<file path="src/rtl/lsu_mem_port_pkg.sv">
// rtl/lsu_mem_port_pkg.sv - shared load/store size codes and LSU FSM state encodings
package lsu_mem_port_pkg;

  localparam logic [2:0] FUNCT3_LS_B  = 3'b000;
  localparam logic [2:0] FUNCT3_LS_H  = 3'b001;
  localparam logic [2:0] FUNCT3_LS_W  = 3'b010;
  localparam logic [2:0] FUNCT3_LS_BU = 3'b100;
  localparam logic [2:0] FUNCT3_LS_HU = 3'b101;

  typedef enum logic [1:0] {
    IDLE    = 2'd0,
    ISSUE   = 2'd1,
    CAPTURE = 2'd2,
    RESP    = 2'd3
  } lsu_state_e;

  function automatic logic size_is_half(input logic [2:0] size);
    return (size == FUNCT3_LS_H) || (size == FUNCT3_LS_HU);
  endfunction

  function automatic logic size_is_byte(input logic [2:0] size);
    return (size == FUNCT3_LS_B) || (size == FUNCT3_LS_BU);
  endfunction

endpackage

</file>
<file path="src/rtl/lsu_align_chk.sv">
// rtl/lsu_align_chk.sv - combinational misalignment, range and size-code check
module lsu_align_chk #(
  parameter int DEPTH = 1024
) (
  input  logic [31:0] addr,
  input  logic [2:0]  size,
  output logic        err
);
  import lsu_mem_port_pkg::*;

  // Compare in 34 bits so DEPTH*4 cannot overflow the 32-bit address space.
  localparam logic [33:0] LIMIT = 34'(DEPTH) << 2;

  logic align_err;
  logic range_err;

  always_comb begin
    align_err = 1'b0;
    if (size_is_half(size)) begin
      align_err = addr[0];
    end else if (size == FUNCT3_LS_W) begin
      align_err = (addr[1:0] != 2'b00);
    end else if (!size_is_byte(size)) begin
      align_err = 1'b1;
    end
  end

  assign range_err = ({2'b00, addr} >= LIMIT);
  assign err       = align_err | range_err;

endmodule

</file>
<file path="src/rtl/lsu_mem_port.sv">
// rtl/lsu_mem_port.sv - single-outstanding load/store port between core and word RAM
module lsu_mem_port #(
  parameter int DEPTH    = 1024,
  parameter int LD_CNT_W = 16
) (
  input  logic                clk,
  input  logic                rst,
  input  logic                req_valid,
  output logic                req_ready,
  input  logic                req_we,
  input  logic [2:0]          req_size,
  input  logic [31:0]         req_addr,
  input  logic [31:0]         req_wd,
  output logic                rsp_valid,
  input  logic                rsp_ready,
  output logic [31:0]         rsp_rd,
  output logic                rsp_err,
  output logic                mem_we,
  output logic [31:0]         mem_addr,
  output logic [2:0]          mem_size,
  output logic [31:0]         mem_wd,
  input  logic [31:0]         mem_rd,
  output logic [LD_CNT_W-1:0] ld_cnt,
  output logic [LD_CNT_W-1:0] st_cnt
);
  import lsu_mem_port_pkg::*;

  lsu_state_e state;
  lsu_state_e state_next;

  logic accept;
  logic chk_err;
  logic we_q;

  lsu_align_chk #(
    .DEPTH(DEPTH)
  ) u_align_chk (
    .addr(req_addr),
    .size(req_size),
    .err (chk_err)
  );

  assign accept = req_valid && req_ready;

  always_ff @(posedge clk) begin
    if (rst) begin
      state <= IDLE;
    end else begin
      state <= state_next;
    end
  end

  always_comb begin
    state_next = state;
    req_ready  = 1'b0;
    rsp_valid  = 1'b0;
    mem_we     = 1'b0;
    case (state)
      IDLE: begin
        req_ready = !rst;
        if (accept) begin
          state_next = chk_err ? RESP : ISSUE;
        end
      end
      ISSUE: begin
        mem_we     = we_q;
        state_next = we_q ? RESP : CAPTURE;
      end
      CAPTURE: begin
        state_next = RESP;
      end
      RESP: begin
        rsp_valid = 1'b1;
        if (rsp_ready) begin
          state_next = IDLE;
        end
      end
      default: begin
        state_next = IDLE;
      end
    endcase
  end

  // mem_* double as the request registers for good requests, so an errored
  // request leaves the memory-side bus at its last legal value.
  always_ff @(posedge clk) begin
    if (rst) begin
      we_q     <= 1'b0;
      rsp_rd   <= 32'd0;
      rsp_err  <= 1'b0;
      mem_addr <= 32'd0;
      mem_size <= FUNCT3_LS_W;
      mem_wd   <= 32'd0;
      ld_cnt   <= '0;
      st_cnt   <= '0;
    end else begin
      if (accept) begin
        we_q    <= req_we;
        rsp_err <= chk_err;
        rsp_rd  <= 32'd0;
        if (!chk_err) begin
          mem_addr <= req_addr;
          mem_size <= req_size;
          mem_wd   <= req_wd;
        end
      end
      if (state == CAPTURE) begin
        rsp_rd <= mem_rd;
      end
      if ((state == RESP) && rsp_ready && !rsp_err) begin
        if (we_q) begin
          st_cnt <= st_cnt + LD_CNT_W'(1);
        end else begin
          ld_cnt <= ld_cnt + LD_CNT_W'(1);
        end
      end
    end
  end

endmodule

</file>
<file path="config.mk">
export PLATFORM = sky130hd
export DESIGN_NAME = lsu_mem_port
export DESIGN_NICKNAME = d
export VERILOG_FILES = /design/src/rtl/lsu_mem_port_pkg.sv /design/src/rtl/lsu_align_chk.sv /design/src/rtl/lsu_mem_port.sv
export SDC_FILE = /design/constraint.sdc
export NUM_CORES = 1
export LEC_CHECK = 0
export CORE_MARGIN = 2
export CORE_UTILIZATION = 42
export DETAILED_ROUTE_END_ITERATION = 8
export GPL_ROUTABILITY_DRIVEN = 0
export PLACE_DENSITY_LB_ADDON = 0.3
export SETUP_SLACK_MARGIN = 0.15
export SYNTH_ARGS = -nofsm -noshare
export SYNTH_HDL_FRONTEND = slang
export SYNTH_SLANG_ARGS = --single-unit
</file>
<file path="constraint.sdc">
create_clock -name clk -period 2.25 [get_ports clk]
set_input_delay 0.225 -clock clk [delete_from_list [all_inputs] [get_ports clk]]
set_output_delay 0.225 -clock clk [all_outputs]
set_load 0.005 [all_outputs]
</file>
======== Word-level counts from Yosys, hierarchy flattened ========
Index checks and enable logic that the tools add are counted.
storage, ports and cells
  memories kept ........................... 0
  bits in read-only memories .............. 0
  RAM bits ................................ 0
  output and inout bits ................... 135
  flip-flop bits (word level) ............. 135
  bits in latches ......................... 0
  word-level logic and storage cells ...... 52
operators by class
  divide/modulo/power cells ............... 0
  equal/unequal tests ..................... 9
  add/subtract/negate cells ............... 2
  order comparisons ....................... 1
  multiplexer cells ....................... 13
  reductions and logical operators ........ 15
  bitwise operators ....................... 3
  shift-type cells ........................ 0
  multiply operators ...................... 0
operator list
  cell                                                                                    count
  32-bit two-way mux                                                                      2
  16-bit by 1-bit adder with 16-bit output (second input constant)                        2
  32-bit by 13-bit greater-or-equal comparator with 1-bit output (second input constant)  1
  2-bit case mux with 4 select lines                                                      1
  2-bit AND reduction                                                                     4
  1-bit two-way mux                                                                       7
  3-bit == test (second input constant)                                                   2
  2-bit two-way mux                                                                       3
  2-bit == test (second input constant)                                                   2
  2-bit != test (second input constant)                                                   2
  2-bit nonzero test                                                                      2
  3-bit by 1-bit == test with 1-bit output (second input constant)                        1
  3-bit by 2-bit == test with 1-bit output (second input constant)                        1
  1-bit logical AND                                                                       3
  3-bit logical NOT                                                                       1
  2-bit by 1-bit == test with 1-bit output (second input constant)                        1
  1-bit logical NOT                                                                       2
  2-bit logical NOT                                                                       1
  1-bit logical OR                                                                        2
  1-bit NOT                                                                               2
  1-bit bitwise OR                                                                        1

======== Depth between registers and ports, before layout ========
  depth after elaboration ................. 9
  mapped depth ............................ 9
  mapped depth without buffers ............ 6

======== Hierarchy ========
A second synthesis with hierarchy kept.
unflattened totals
  cell total of the unflattened synthesis .. 611
  area total of the unflattened synthesis .. 5123.7 sq um
by module, submodules not included
  module         instances  cells an instance  sequential area each (sq um)  area an instance (sq um)
  lsu_mem_port   1          602                2702.6                        5066.1
  lsu_align_chk  1          9                  0.0                           57.6

======== Least setup slack after synthesis ========
No wires, ideal clock.
  path kind ............................... flip-flop to flip-flop
  start ................................... register state[1]
  end ..................................... register st_cnt[15]
  arrival ................................. 1.847 ns
  stages on the path, launching flop included .. 6
  setup time .............................. 0.070 ns
  slack ................................... 0.332 ns
  clock period less this slack ............ 1.918 ns
  cells stage by stage .................... dfxtp_1 -> ha_1 -> nand4b_4 -> or4_4 -> or3_1 -> a21oi_1
on the way
  word-level cells in the longest chain between the ends .. 4
ends and longest elaborated chain
  what                            line                 source
  from (decl)                     lsu_mem_port.sv:28   lsu_state_e state;
  from (signal assigned)          lsu_mem_port.sv:49   state <= state_next;
  2-bit == test                   lsu_mem_port.sv:110  if ((state == RESP) && rsp_ready && !rsp_err) begin
  1-bit logical AND (2 in a row)  lsu_mem_port.sv:110
  2-bit AND reduction (no line)   -
  to (signal assigned)            lsu_mem_port.sv:112  st_cnt <= st_cnt + LD_CNT_W'(1);
  to (decl)                       lsu_mem_port.sv:24   output logic [LD_CNT_W-1:0] st_cnt
Every way passes these cells.
A chain may end at the register's enable or synchronous reset.

======== Worst setup path in the final report ========
  start ................................... register state[0]
  end ..................................... output port req_ready
on the way
  word-level cells in the longest chain between the ends .. 2
ends and longest elaborated chain
  what               line                source
  2-bit logical NOT  lsu_mem_port.sv:58  case (state)
  1-bit two-way mux  lsu_mem_port.sv:58
  to (decl)          lsu_mem_port.sv:9   output logic req_ready,
Every way passes these cells.

==> metrics.txt <==
# TYPE chip_impl_metric gauge
chip_impl_metric{name="htree_num_levels",unit=""} 4
chip_impl_metric{name="whs",unit="ns"} 0.196
chip_impl_info{name="worstSetupPathType",value="reg2out"} 1
chip_impl_metric{name="cp_data_arrival_time",unit="ns"} 1.81
chip_impl_info{name="worst_reg2reg_startpoint",value="state[0]"} 1
chip_impl_metric{name="place.detailed.instances",unit=""} 993
chip_impl_metric{name="synth_enable_flop_cells",unit=""} 0
chip_impl_metric{name="post_drt_via_cell_ratio",unit=""} 5.40
chip_impl_metric{name="post_synth_and_or_nand_nor_area_fraction",unit=""} 0.256
chip_impl_metric{name="drt_pass1_iterations",unit=""} 5
chip_impl_info{name="crit-reg2reg-capture",value="ld_cnt[13]"} 1
chip_impl_info{name="critPathLaunchType",value="register"} 1
chip_impl_metric{name="synthDominantCellAreaShare",unit=""} 0.498
chip_impl_metric{name="routed-via-count",unit=""} 5535
chip_impl_metric{name="overall_track_demand_over_capacity_in_global_routing",unit=""} 0.236
chip_impl_info{name="dominant_combinational_cell_family_by_area_after_synthesis",value="simple AND/OR/NAND/NOR gates"} 1
chip_impl_metric{name="drt_iter0_markers",unit=""} 383
chip_impl_metric{name="avgRoutedWirePerCell",unit="um"} 16.1
chip_impl_metric{name="cp_data_required_time",unit="ns"} 2.03
chip_impl_info{name="synth_top_cell_by_area",value="sky130_fd_sc_hd__dfxtp_1"} 1
chip_impl_metric{name="number_of_antenna_violations_at_the_first_check_in_global_routing",unit=""} 1
chip_impl_metric{name="drive_above_1_share",unit=""} 0.0809
chip_impl_metric{name="yosys.area_share.adder",unit=""} 0.0161
chip_impl_metric{name="postCtsSetupRepairBufs",unit=""} 0
chip_impl_metric{name="maxCapViolations",unit=""} 0
chip_impl_info{name="clk_root_buffer_cell",value="sky130_fd_sc_hd__clkbuf_16"} 1
chip_impl_metric{name="fin_crit",unit="ns"} 2.04
chip_impl_metric{name="antennaDiodeCount",unit=""} 0
chip_impl_metric{name="syn_inst",unit=""} 617
chip_impl_metric{name="final-hold-violation-count",unit=""} 0
chip_impl_metric{name="timing_worst_slew_pin_value",unit="ns"} 0.650
chip_impl_metric{name="finalWirelength",unit="mm"} 16.5
chip_impl_metric{name="maximum_number_of_pins_on_one_net_before_global_route_repair",unit=""} 65
chip_impl_metric{name="async_reset_ff_frac",unit=""} 0
chip_impl_info{name="min-delay-path-class",value="in2reg"} 1
chip_impl_metric{name="finalSetupViolations",unit=""} 0
chip_impl_metric{name="setup.reg_to_reg.worst_slack",unit="ns"} 0.38
chip_impl_metric{name="critical_path_peak_fanout",unit=""} 5
chip_impl_metric{name="clk_transition_reported_paths",unit="ns"} 0.05
chip_impl_metric{name="synth_mux_area_frac",unit=""} 0.00185
chip_impl_metric{name="clock_power_share",unit=""} 0.435
chip_impl_metric{name="finish.net_count",unit=""} 951
chip_impl_metric{name="maxClockFrequency",unit="MHz"} 491
chip_impl_metric{name="total_neg_setup_slack",unit="ns"} 0
chip_impl_metric{name="floorplan.rows",unit=""} 41
chip_impl_metric{name="worst_r2r_path_depth",unit=""} 5
chip_impl_metric{name="grt_pass1_wl",unit="mm"} 26.6
chip_impl_metric{name="switching_share",unit=""} 0.243
chip_impl_metric{name="postRouteAntennaNets",unit=""} 0
chip_impl_metric{name="combinationalPowerShare",unit=""} 0.176
chip_impl_metric{name="timing.clock.skew",unit="ns"} 0.00463
chip_impl_metric{name="finish.utilization",unit=""} 0.684
chip_impl_metric{name="port-buffer-count",unit=""} 238
chip_impl_metric{name="place.detailed.hpwl",unit="mm"} 11.5
chip_impl_info{name="yosys_most_used_dff",value="sky130_fd_sc_hd__dfxtp_1"} 1
chip_impl_info{name="run_status",value="complete, no violations"} 1
chip_impl_metric{name="ctsHoldBuffers",unit=""} 0
chip_impl_info{name="timing.critical_path.from",value="state[0]"} 1
chip_impl_metric{name="drc",unit=""} 0
chip_impl_metric{name="pre_cts_slack",unit="ns"} 0.0773
chip_impl_metric{name="p_leak",unit="nW"} 2.88
chip_impl_info{name="yosys.cell_count.top_type",value="sky130_fd_sc_hd__dfxtp_1"} 1
chip_impl_metric{name="floorplan.die.width",unit="um"} 118
chip_impl_metric{name="period_share",unit=""} 0.905
chip_impl_info{name="ranking_of_synthesized_cells_by_area",value="sky130_fd_sc_hd__dfxtp_1 50%, sky130_fd_sc_hd__a21oi_1 8.8%, sky130_fd_sc_hd__nand4_1 6.3%, sky130_fd_sc_hd__nand3b_1 4.6%, sky130_fd_sc_hd__o21ai_0 4.4%"} 1
chip_impl_metric{name="clkSinkCount",unit=""} 135
chip_impl_info{name="synth_top_cells_by_count",value="135 x sky130_fd_sc_hd__dfxtp_1, 95 x sky130_fd_sc_hd__a21oi_1, 55 x sky130_fd_sc_hd__nand4_1"} 1
chip_impl_metric{name="fp.dieH",unit="um"} 118
chip_impl_metric{name="synthesis.area_per_instance",unit="um2"} 8.79
chip_impl_metric{name="gr_overflow_total",unit=""} 0
chip_impl_metric{name="clock_tree.buffer_depth",unit=""} 2
chip_impl_metric{name="numCtsBuffers",unit=""} 17
chip_impl_metric{name="power_per_cell_area",unit="mW/mm2"} 775
chip_impl_metric{name="core-area",unit="mm2"} 0.0126
chip_impl_metric{name="sequential_fraction_of_the_synthesis_area",unit=""} 0.498
chip_impl_metric{name="floorplan.io_pins",unit=""} 239
chip_impl_metric{name="post_synthesis_compound_gate_area_fraction",unit=""} 0.153
chip_impl_metric{name="timing_max_transition_violations_final",unit=""} 0
chip_impl_metric{name="internal_power",unit="mW"} 5.07
chip_impl_info{name="hold_path.startpoint",value="rst"} 1
chip_impl_metric{name="net_count_of_the_mapped_netlist",unit=""} 728
chip_impl_metric{name="synth.ff_latch_count",unit=""} 135
chip_impl_metric{name="clk-insertion-delay-late",unit="ns"} 0.41
chip_impl_metric{name="timing.max_slew.rel_slack",unit=""} 0.567
chip_impl_info{name="grt_setup_unrepaired",value="yes"} 1
chip_impl_metric{name="synthXorXnorAreaFrac",unit=""} 0.0307
chip_impl_metric{name="stdcell_count",unit=""} 1025
chip_impl_metric{name="unique_cell_type_count_in_the_yosys_netlist",unit=""} 42
chip_impl_metric{name="fill_cell_instance_count_of_the_final_layout",unit=""} 1064
chip_impl_metric{name="starting_density_of_the_core",unit=""} 0.430
chip_impl_metric{name="irDropWorstVdd",unit="mV"} 0.423
chip_impl_metric{name="yosysWarningCount",unit=""} 0
chip_impl_metric{name="proportion_of_power_drawn_by_flip_flops_and_latches",unit=""} 0.390
chip_impl_metric{name="synthToLayoutAreaGrowth",unit="%"} 59.2
chip_impl_metric{name="placement.cell_area",unit="mm2"} 0.00799
chip_impl_info{name="cts_tree",value="built"} 1
chip_impl_info{name="endpoint_type_of_the_worst_setup_path",value="output port"} 1
chip_impl_info{name="critical_path.endpoint",value="req_ready"} 1
chip_impl_metric{name="vias_in_the_first_global_route",unit=""} 5337
chip_impl_metric{name="final.setup.worst_slack",unit="ns"} 0.213
chip_impl_metric{name="synthesis.area",unit="mm2"} 0.00543
chip_impl_metric{name="finish.instance_area",unit="mm2"} 0.00864
chip_impl_metric{name="fin_total_pwr",unit="mW"} 6.69
chip_impl_metric{name="power.switching",unit="mW"} 1.63
chip_impl_metric{name="die_area",unit="mm2"} 0.0138
==> how the worst min path moves through the flow <==
stage / slack [ns] / depth (start not counted) / endpoint
after floorplan: 0.33 / 2 / we_q
after global placement: 0.46 / 2 / mem_addr[3]
after detailed placement: 0.47 / 1 / mem_addr[29]
after CTS: 0.18 / 2 / st_cnt[8]
after global routing: 0.20 / 2 / st_cnt[8]
final: 0.20 / 2 / st_cnt[5]
==> cell families (layout without fill, tap and decap cells) <==
group,count (synthesis),in the layout
XOR/XNOR,19,19
multiplexers,1,1
AO/OA/AOI/OAI,160,160
adder cells (fa/ha/maj),7,7
buffers and inverters,62,298
AND/OR/NAND/NOR,233,233
flip-flops,135,135
==> worst max-delay path: stages, from the launching register on <==
cell                              delay (ns)
sky130_fd_sc_hd__dfxtp_1                0.33
sky130_fd_sc_hd__inv_1                  0.15
sky130_fd_sc_hd__ha_2                   0.23
sky130_fd_sc_hd__nor2b_1                0.14
sky130_fd_sc_hd__clkdlybuf4s50_1        0.55
==> what timing repair did <==
action | CTS | global route
endpoints found under the setup margin | 0 | 5
gates resized for setup | 0 | 4
hold endpoints to repair | 0 | 0
==> power by group through the flow <==
stage / Combinational (mW) / Sequential, mW / Clock, mW
final: 1.18 / 2.61 / 2.91
after global routing: 1.29 / 2.63 / 3.08
after CTS: 1.17 / 2.61 / 2.96
after detailed placement: 1.17 / 2.65 / 0
after global placement: 1.13 / 2.65 / 0
after floorplan: 0.603 / 2.65 / 0
==> layout make-up <==
class | count | area (um2) | share of cell area
Clock inverter | 12 | 175 | 0.0203
Timing Repair Buffer | 259 | 2560 | 0.297
Sequential cell | 135 | 2700 | 0.313
Clock buffer | 20 | 457 | 0.0529
Multi-Input combinational cell | 420 | 2500 | 0.289
Tap cell | 172 | 215 | 0.0249
Inverter | 7 | 26.3 | 0.00304
==> placed cells by master, fill, tap and decap left out, types with 2 or more instances in the layout <==
master	synthesis	routed
sky130_fd_sc_hd__a21oi_1	95	95
sky130_fd_sc_hd__a31o_2	2	2
sky130_fd_sc_hd__and4_1	3	3
sky130_fd_sc_hd__buf_12	0	2
sky130_fd_sc_hd__buf_4	0	20
sky130_fd_sc_hd__bufinv_16	0	4
sky130_fd_sc_hd__clkbuf_16	0	17
sky130_fd_sc_hd__clkbuf_8	0	2
sky130_fd_sc_hd__clkdlybuf4s50_1	0	237
sky130_fd_sc_hd__clkinv_2	0	3
sky130_fd_sc_hd__clkinv_4	0	2
sky130_fd_sc_hd__clkinvlp_4	0	3
sky130_fd_sc_hd__dfxtp_1	135	134
sky130_fd_sc_hd__ha_1	7	5
sky130_fd_sc_hd__ha_2	0	2
sky130_fd_sc_hd__inv_1	7	7
sky130_fd_sc_hd__nand2_1	47	47
sky130_fd_sc_hd__nand3_1	8	8
sky130_fd_sc_hd__nand3b_1	33	33
sky130_fd_sc_hd__nand4_1	55	55
sky130_fd_sc_hd__nor2_1	23	23
sky130_fd_sc_hd__nor2b_1	2	2
sky130_fd_sc_hd__nor3_1	6	6
sky130_fd_sc_hd__nor3b_1	20	20
sky130_fd_sc_hd__nor4_1	9	8
sky130_fd_sc_hd__o211ai_1	3	3
sky130_fd_sc_hd__o21ai_0	48	48
sky130_fd_sc_hd__o21ai_1	7	7
sky130_fd_sc_hd__o31ai_1	3	3
sky130_fd_sc_hd__or2_2	3	3
sky130_fd_sc_hd__or3_1	9	9
sky130_fd_sc_hd__or4_1	3	3
sky130_fd_sc_hd__xnor2_1	10	10
sky130_fd_sc_hd__xor2_1	9	9
==> sequential cells by signal, summed over array words and instances (netlist names) <==
register  cells
rsp_err       1
mem_addr     32
rsp_rd       32
ld_cnt       16
mem_size      3
we_q          1
st_cnt       16
mem_wd       32
state         2
==> routing by layer <==
metal | GRT usage | wire length (um) | up-vias
li1 | - | - | 2671
met1 | 0.275 | 6590 | 2607
met2 | 0.394 | 8090 | 210
met3 | 0.0698 | 1170 | 47
met4 | 0.121 | 609 | 0
met5 | 0 | 0 | -
No activity file was read; power rests on OpenSTA's default activity.
